## src/rtl/lsu_bus_bridge_if.sv

```systemverilog
// Ready-handshaked data bus between the LSU bridge and memory/peripherals.
// The bridge drives the request side; the memory answers with rd/ready.
interface lsu_bus_bridge_if;
  logic        req;
  logic        we;
  logic [3:0]  be;
  logic [31:0] addr;
  logic [31:0] wd;
  logic [31:0] rd;
  logic        ready;

  modport master (
    output req, we, be, addr, wd,
    input  rd, ready
  );

  modport slave (
    input  req, we, be, addr, wd,
    output rd, ready
  );
endinterface

```

## src/rtl/lsu_bus_bridge.sv

```systemverilog
// Core data-port responder: size/lane conversion, stall generation,
// load extension and a watchdog on the ready-handshaked memory bus.
module lsu_bus_bridge #(
  parameter int TIMEOUT_CYCLES = 16,
  parameter int CNT_W          = 5
) (
  input  logic             clk_i,
  input  logic             rst_i,
  input  logic             core_req_i,
  input  logic             core_we_i,
  input  logic [2:0]       core_size_i,
  input  logic [31:0]      core_addr_i,
  input  logic [31:0]      core_wd_i,
  output logic [31:0]      core_rd_o,
  output logic             core_stall_o,
  output logic             core_err_o,
  lsu_bus_bridge_if.master mem
);

  localparam logic [2:0] SZ_B  = 3'd0;
  localparam logic [2:0] SZ_H  = 3'd1;
  localparam logic [2:0] SZ_W  = 3'd2;
  localparam logic [2:0] SZ_BU = 3'd4;
  localparam logic [2:0] SZ_HU = 3'd5;

  localparam logic [CNT_W-1:0] CNT_LAST =
    CNT_W'(TIMEOUT_CYCLES - 1);

  logic             done_q,  done_d;
  logic             err_q,   err_d;
  logic [31:0]      rdata_q, rdata_d;
  logic [2:0]       size_q,  size_d;
  logic [1:0]       off_q,   off_d;
  logic [CNT_W-1:0] cnt_q,   cnt_d;

  logic illegal;
  logic active;
  logic bus_req;

  always_comb begin
    illegal = 1'b0;
    case (core_size_i)
      SZ_B:    illegal = 1'b0;
      SZ_BU:   illegal = core_we_i;
      SZ_H:    illegal = core_addr_i[0];
      SZ_HU:   illegal = core_we_i | core_addr_i[0];
      SZ_W:    illegal = |core_addr_i[1:0];
      default: illegal = 1'b1;
    endcase
  end

  // Reset gates the request so nothing leaks onto the bus while held.
  assign active  = rst_i & core_req_i & ~done_q & ~err_q;
  assign bus_req = active & ~illegal;

  assign mem.req      = bus_req;
  assign mem.we       = core_we_i;
  assign mem.addr     = {core_addr_i[31:2], 2'b00};
  assign core_stall_o = bus_req;
  assign core_err_o   = err_q;

  always_comb begin
    mem.be = 4'b0000;
    mem.wd = core_wd_i;
    case (core_size_i[1:0])
      2'd0: begin
        mem.be = 4'b0001 << core_addr_i[1:0];
        mem.wd = {4{core_wd_i[7:0]}};
      end
      2'd1: begin
        mem.be = core_addr_i[1] ? 4'b1100 : 4'b0011;
        mem.wd = {2{core_wd_i[15:0]}};
      end
      2'd2: mem.be = 4'b1111;
      default: mem.be = 4'b0000;
    endcase
    if (!bus_req) mem.be = 4'b0000;
  end

  always_comb begin
    done_d  = 1'b0;
    err_d   = 1'b0;
    rdata_d = rdata_q;
    size_d  = size_q;
    off_d   = off_q;
    cnt_d   = '0;
    if (active && illegal) begin
      err_d = 1'b1;
    end else if (bus_req && mem.ready) begin
      done_d  = 1'b1;
      rdata_d = mem.rd;
      size_d  = core_size_i;
      off_d   = core_addr_i[1:0];
    end else if (bus_req) begin
      if (cnt_q == CNT_LAST) err_d = 1'b1;
      else cnt_d = cnt_q + 1'b1;
    end
  end

  always_ff @(posedge clk_i or negedge rst_i) begin
    if (!rst_i) begin
      done_q  <= 1'b0;
      err_q   <= 1'b0;
      rdata_q <= '0;
      size_q  <= '0;
      off_q   <= '0;
      cnt_q   <= '0;
    end else begin
      done_q  <= done_d;
      err_q   <= err_d;
      rdata_q <= rdata_d;
      size_q  <= size_d;
      off_q   <= off_d;
      cnt_q   <= cnt_d;
    end
  end

  logic [31:0] lane;
  logic [7:0]  rbyte;
  logic [15:0] rhalf;

  assign lane  = rdata_q >> {off_q, 3'b000};
  assign rbyte = lane[7:0];
  assign rhalf = off_q[1] ? rdata_q[31:16] : rdata_q[15:0];

  always_comb begin
    core_rd_o = rdata_q;
    case (size_q)
      SZ_B:    core_rd_o = {{24{rbyte[7]}}, rbyte};
      SZ_BU:   core_rd_o = {24'b0, rbyte};
      SZ_H:    core_rd_o = {{16{rhalf[15]}}, rhalf};
      SZ_HU:   core_rd_o = {16'b0, rhalf};
      default: core_rd_o = rdata_q;
    endcase
  end

endmodule

```

## src/flat_wrapper.sv

```systemverilog
// flat-port wrapper written by rule: the top's interface ports become plain ports
module lsu_bus_bridge_flat 
#(
  parameter int TIMEOUT_CYCLES = 16,
  parameter int CNT_W          = 5
)
  (clk_i, rst_i, core_req_i, core_we_i, core_size_i, core_addr_i, core_wd_i, core_rd_o, core_stall_o, core_err_o, mem_req, mem_we, mem_be, mem_addr, mem_wd, mem_rd, mem_ready);
  lsu_bus_bridge_if mem_i ();
  input  logic clk_i;
  input  logic rst_i;
  input  logic core_req_i;
  input  logic core_we_i;
  input  logic [2:0] core_size_i;
  input  logic [31:0] core_addr_i;
  input  logic [31:0] core_wd_i;
  output logic [31:0] core_rd_o;
  output logic core_stall_o;
  output logic core_err_o;
  output wire logic [$bits(mem_i.req)-1:0] mem_req;
  output wire logic [$bits(mem_i.we)-1:0] mem_we;
  output wire logic [$bits(mem_i.be)-1:0] mem_be;
  output wire logic [$bits(mem_i.addr)-1:0] mem_addr;
  output wire logic [$bits(mem_i.wd)-1:0] mem_wd;
  input wire logic [$bits(mem_i.rd)-1:0] mem_rd;
  input wire logic [$bits(mem_i.ready)-1:0] mem_ready;
  assign mem_req = mem_i.req;
  assign mem_we = mem_i.we;
  assign mem_be = mem_i.be;
  assign mem_addr = mem_i.addr;
  assign mem_wd = mem_i.wd;
  assign mem_i.rd = mem_rd;
  assign mem_i.ready = mem_ready;
  lsu_bus_bridge #(.TIMEOUT_CYCLES(TIMEOUT_CYCLES), .CNT_W(CNT_W)) u_core (.clk_i(clk_i), .rst_i(rst_i), .core_req_i(core_req_i), .core_we_i(core_we_i), .core_size_i(core_size_i), .core_addr_i(core_addr_i), .core_wd_i(core_wd_i), .core_rd_o(core_rd_o), .core_stall_o(core_stall_o), .core_err_o(core_err_o), .mem(mem_i));
endmodule
```

## config.mk

```make
export PLATFORM = sky130hd
export DESIGN_NAME = lsu_bus_bridge_flat
export DESIGN_NICKNAME = d
export VERILOG_FILES = /design/src/rtl/lsu_bus_bridge_if.sv /design/src/rtl/lsu_bus_bridge.sv /design/src/flat_wrapper.sv
export SDC_FILE = /design/constraint.sdc
export NUM_CORES = 1
export LEC_CHECK = 0
export BUFFER_PORTS_ARGS = -buffer_cell sky130_fd_sc_hd__buf_2
export CAP_MARGIN = 0
export CELL_PAD_IN_SITES_DETAIL_PLACEMENT = 0
export CELL_PAD_IN_SITES_GLOBAL_PLACEMENT = 1
export CORE_MARGIN = 2
export CORE_UTILIZATION = 28
export CTS_CLUSTER_DIAMETER = 80
export DETAILED_ROUTE_END_ITERATION = 7
export HOLD_SLACK_MARGIN = 0.1
export MAX_ROUTING_LAYER = met4
export PLACE_DENSITY = 0.87
export SETUP_SLACK_MARGIN = 0.05
export SLEW_MARGIN = 20
export SYNTH_ARGS = -nofsm -noshare
export SYNTH_HDL_FRONTEND = slang
export SYNTH_SLANG_ARGS = --single-unit
```

## constraint.sdc

```tcl
create_clock -name clk_i -period 1.73 [get_ports clk_i]
set_input_delay 0.173 -clock clk_i [delete_from_list [all_inputs] [get_ports clk_i]]
set_output_delay 0.173 -clock clk_i [all_outputs]
set_load 0.005 [all_outputs]
```

==> reports/metrics.yaml <==
crit_family: "multiplexers"
via_count: 2947
die_y_um: 112
grt_overflow: 0
grt_max_degree: 45
final_area_um2: 4410
clk_latency_ns: 0.29
drt_wl_total_um: 10000
max_freq_mhz: 491
drc: 0
drtIter0Drc: 167
met2_usage: 0.278
status: "complete, but fails checks"
nNetsFinal: 550
finalSetupViolations: 32
start_kind: "flip-flop"
p_total_mw: 5.20
cts.sinks: 44
row_count: 39
viasPerCell: 5.00
crit_slowest_cell: "mux4_2"
clockRootBuffer: "clkbuf_16"
grt_pass1_wl_um: 15700
drv_cap: 0
critical_path_class: "reg2out"
drive_gt1_frac: 0.596
yosysTopAreaCellShare: 0.336
synth_cell_types: 43
post-route-min-period_ns: 2.04
dpl-instance-area_um2: 3940
syn_avg_cell_area_um2: 10.0
syn_area_um2: 3270
h-tree-depth: 2
cts_made_buffers: 5
path_cells: "mux4_2 > a22oi_2 > buf_6 > clkbuf_16 > nand2_1 > buf_2"
synth_edf_count: 0
top_level_ports: 208
synth-seq-area-share: 0.336
dp.cells: 569
die_x_um: 112
synthArstFlopShare: 1.00
area_growth_pct: 34.6
arrival_ns: 1.86
cp.required_ns: 1.56
firstDrtPassIters: 4
cp_max_fo: 7
violations: "setup timing"
power_leakage_nw: 2.23
maxSlewHeadroom: 0.616
clk_path_buf_depth: 2
die_area_um2: 12600
crit_buf_inv: 3
grt_pass1_vias: 3022
synth_seq_cells: 44
cts_tree: "done"
synth_area_leaders: "dfrtp_1 34%, mux2_2 12%, buf_4 10%"
min_path_type: "in2reg"
grtUsageMet1: 0.187
endpoint_kind: "primary output"
rsz0062_at_grt: "true"
synth_top_cell_by_area: "dfrtp_1"
clk_pin_slew_ns: 0.06
r2r_setup_slack_ns: 0.25
vdd_drop_max_v: 0.000562
n_antenna_cell: 0
antenna_found_initial: 0
finish.utilization: 0.386
start_util: 0.287
postSynthCellCount: 326
fp.coreArea_um2: 11400
hold_viol: 0
drv_slew: 0
fin_skew_ns: 0.00562
setup_ws_ns: -0.307
io_buffers: 145
layout.cells.non_filler: 589
synth_common_cells: "44 x buf_4, 44 x dfrtp_1, 42 x nand2_1"
period_share: 1.18
track_usage: 0.160
gp_congestion: 0.816
powerDensity_nw_per_um2: 1180
ys.flop_type: "dfrtp_1"
final_antenna_net_count: 0
wl_per_cell_um: 17.1
dp_hpwl_um: 7740
hold_slack_ns: 0.117
grtUsageMet3: 0.0238
yosysWarnings: 0
busiest_layer: "met2"
tightest_slew_ns: 0.575
crit_path_max_incr_delay_ns: 0.56
==> area by class of cell <==
type                       count  area, um^2
fill                        1141        7010
multi-input combinational    206        1830
sequential                    44        1100
timing repair buffer         177        1070
tap                          143         179
clock buffer                   6         139
inverter                      11        45.0
clock inverter                 2        38.8
==> logic make-up (layout without fill, tap and decap cells) <==
family	after synthesis	after routing	synth area share
buffers and inverters	77	196	0.147
other	1	2	0.00115
multiplexers	67	67	0.244
AND/OR/NAND/NOR	73	73	0.111
adder cells (fa/ha/maj)	1	1	0.00382
AO/OA/AOI/OAI	61	61	0.151
flip-flops	44	44	0.336
XOR/XNOR	2	2	0.00535
==> cells in the final DEF (no fill, tap or decap), drive strengths merged, types with 2 or more instances in the layout <==
master / synthesis / layout
nand2b: 3 / 3
mux2: 50 / 50
a21oi: 6 / 6
nor2b: 3 / 3
mux2i: 16 / 16
nor4: 3 / 3
a22o: 8 / 8
clkbuf: 11 / 7
nand2: 42 / 42
dfrtp: 44 / 44
nand3b: 6 / 6
a211oi: 5 / 5
nand3: 2 / 2
nor3b: 2 / 2
nor2: 5 / 5
conb: 1 / 2
buf: 55 / 175
o21ai: 11 / 11
and2: 3 / 3
a32o: 5 / 5
a221o: 8 / 8
o22a: 2 / 2
a21o: 5 / 5
nor3: 3 / 3
a221oi: 6 / 6
inv: 11 / 10
==> state kept, by name, indices dropped and copies added, names as in the netlist <==
name               cells
u_core.off_q           2
u_core.core_err_o      1
u_core.rdata_q        32
u_core.done_q          1
u_core.size_q          3
u_core.cnt_q           5
==> path summary, 6_finish.rpt <==
kind / startpoint / end / cells past startpoint
worst max-delay path: u_core.off_q[1] / core_rd_o[29] / 6
worst max register to register: u_core.done_q / u_core.rdata_q[15] / 4
min in group asynchronous: rst_i / u_core.rdata_q[12] / 3
worst min register to register: u_core.cnt_q[0] / u_core.cnt_q[0] / 1
max in group asynchronous: rst_i / u_core.rdata_q[15] / 3
worst min-delay path: mem_rd[27] / u_core.rdata_q[27] / 2
==> routing by layer <==
metal / vias up / share of wire
li1: 1362 / -
met5: - / 0
met4: 0 / 0.027
met1: 1394 / 0.40
met2: 159 / 0.50
met3: 32 / 0.076
==> stage by stage <==
step	TNS [ns]	setup slack, ns
finish	-8.33	-0.307
global route	-10.44	-0.379
CTS	-7.49	-0.292
detailed placement	-0.952	-0.137
global placement	-0.167	-0.0282
floorplan	0	0.0516
==> report_power, final <==
| group | switching (mW) | internal [mW] | total [mW] |
|---|---|---|---|
| Combinational | 1.10 | 1.44 | 2.54 |
| Sequential | 0.277 | 1.27 | 1.55 |
| Clock | 0.391 | 0.723 | 1.11 |
| Total | 1.77 | 3.43 | 5.20 |
==> timing repair <==
| action | 4_1_cts | 5_1_grt |
|---|---|---|
| gates cloned | 0 | 1 |
| endpoints found under the hold margin | 44 | 0 |
| endpoints found under the setup margin | 38 | 36 |
| pin swaps | 8 | 4 |
| buffers inserted | 7 | 4 |
| hold buffers | 1 | 0 |
| gates resized for setup | 25 | 18 |
Power figures use the tool's default switching activity.
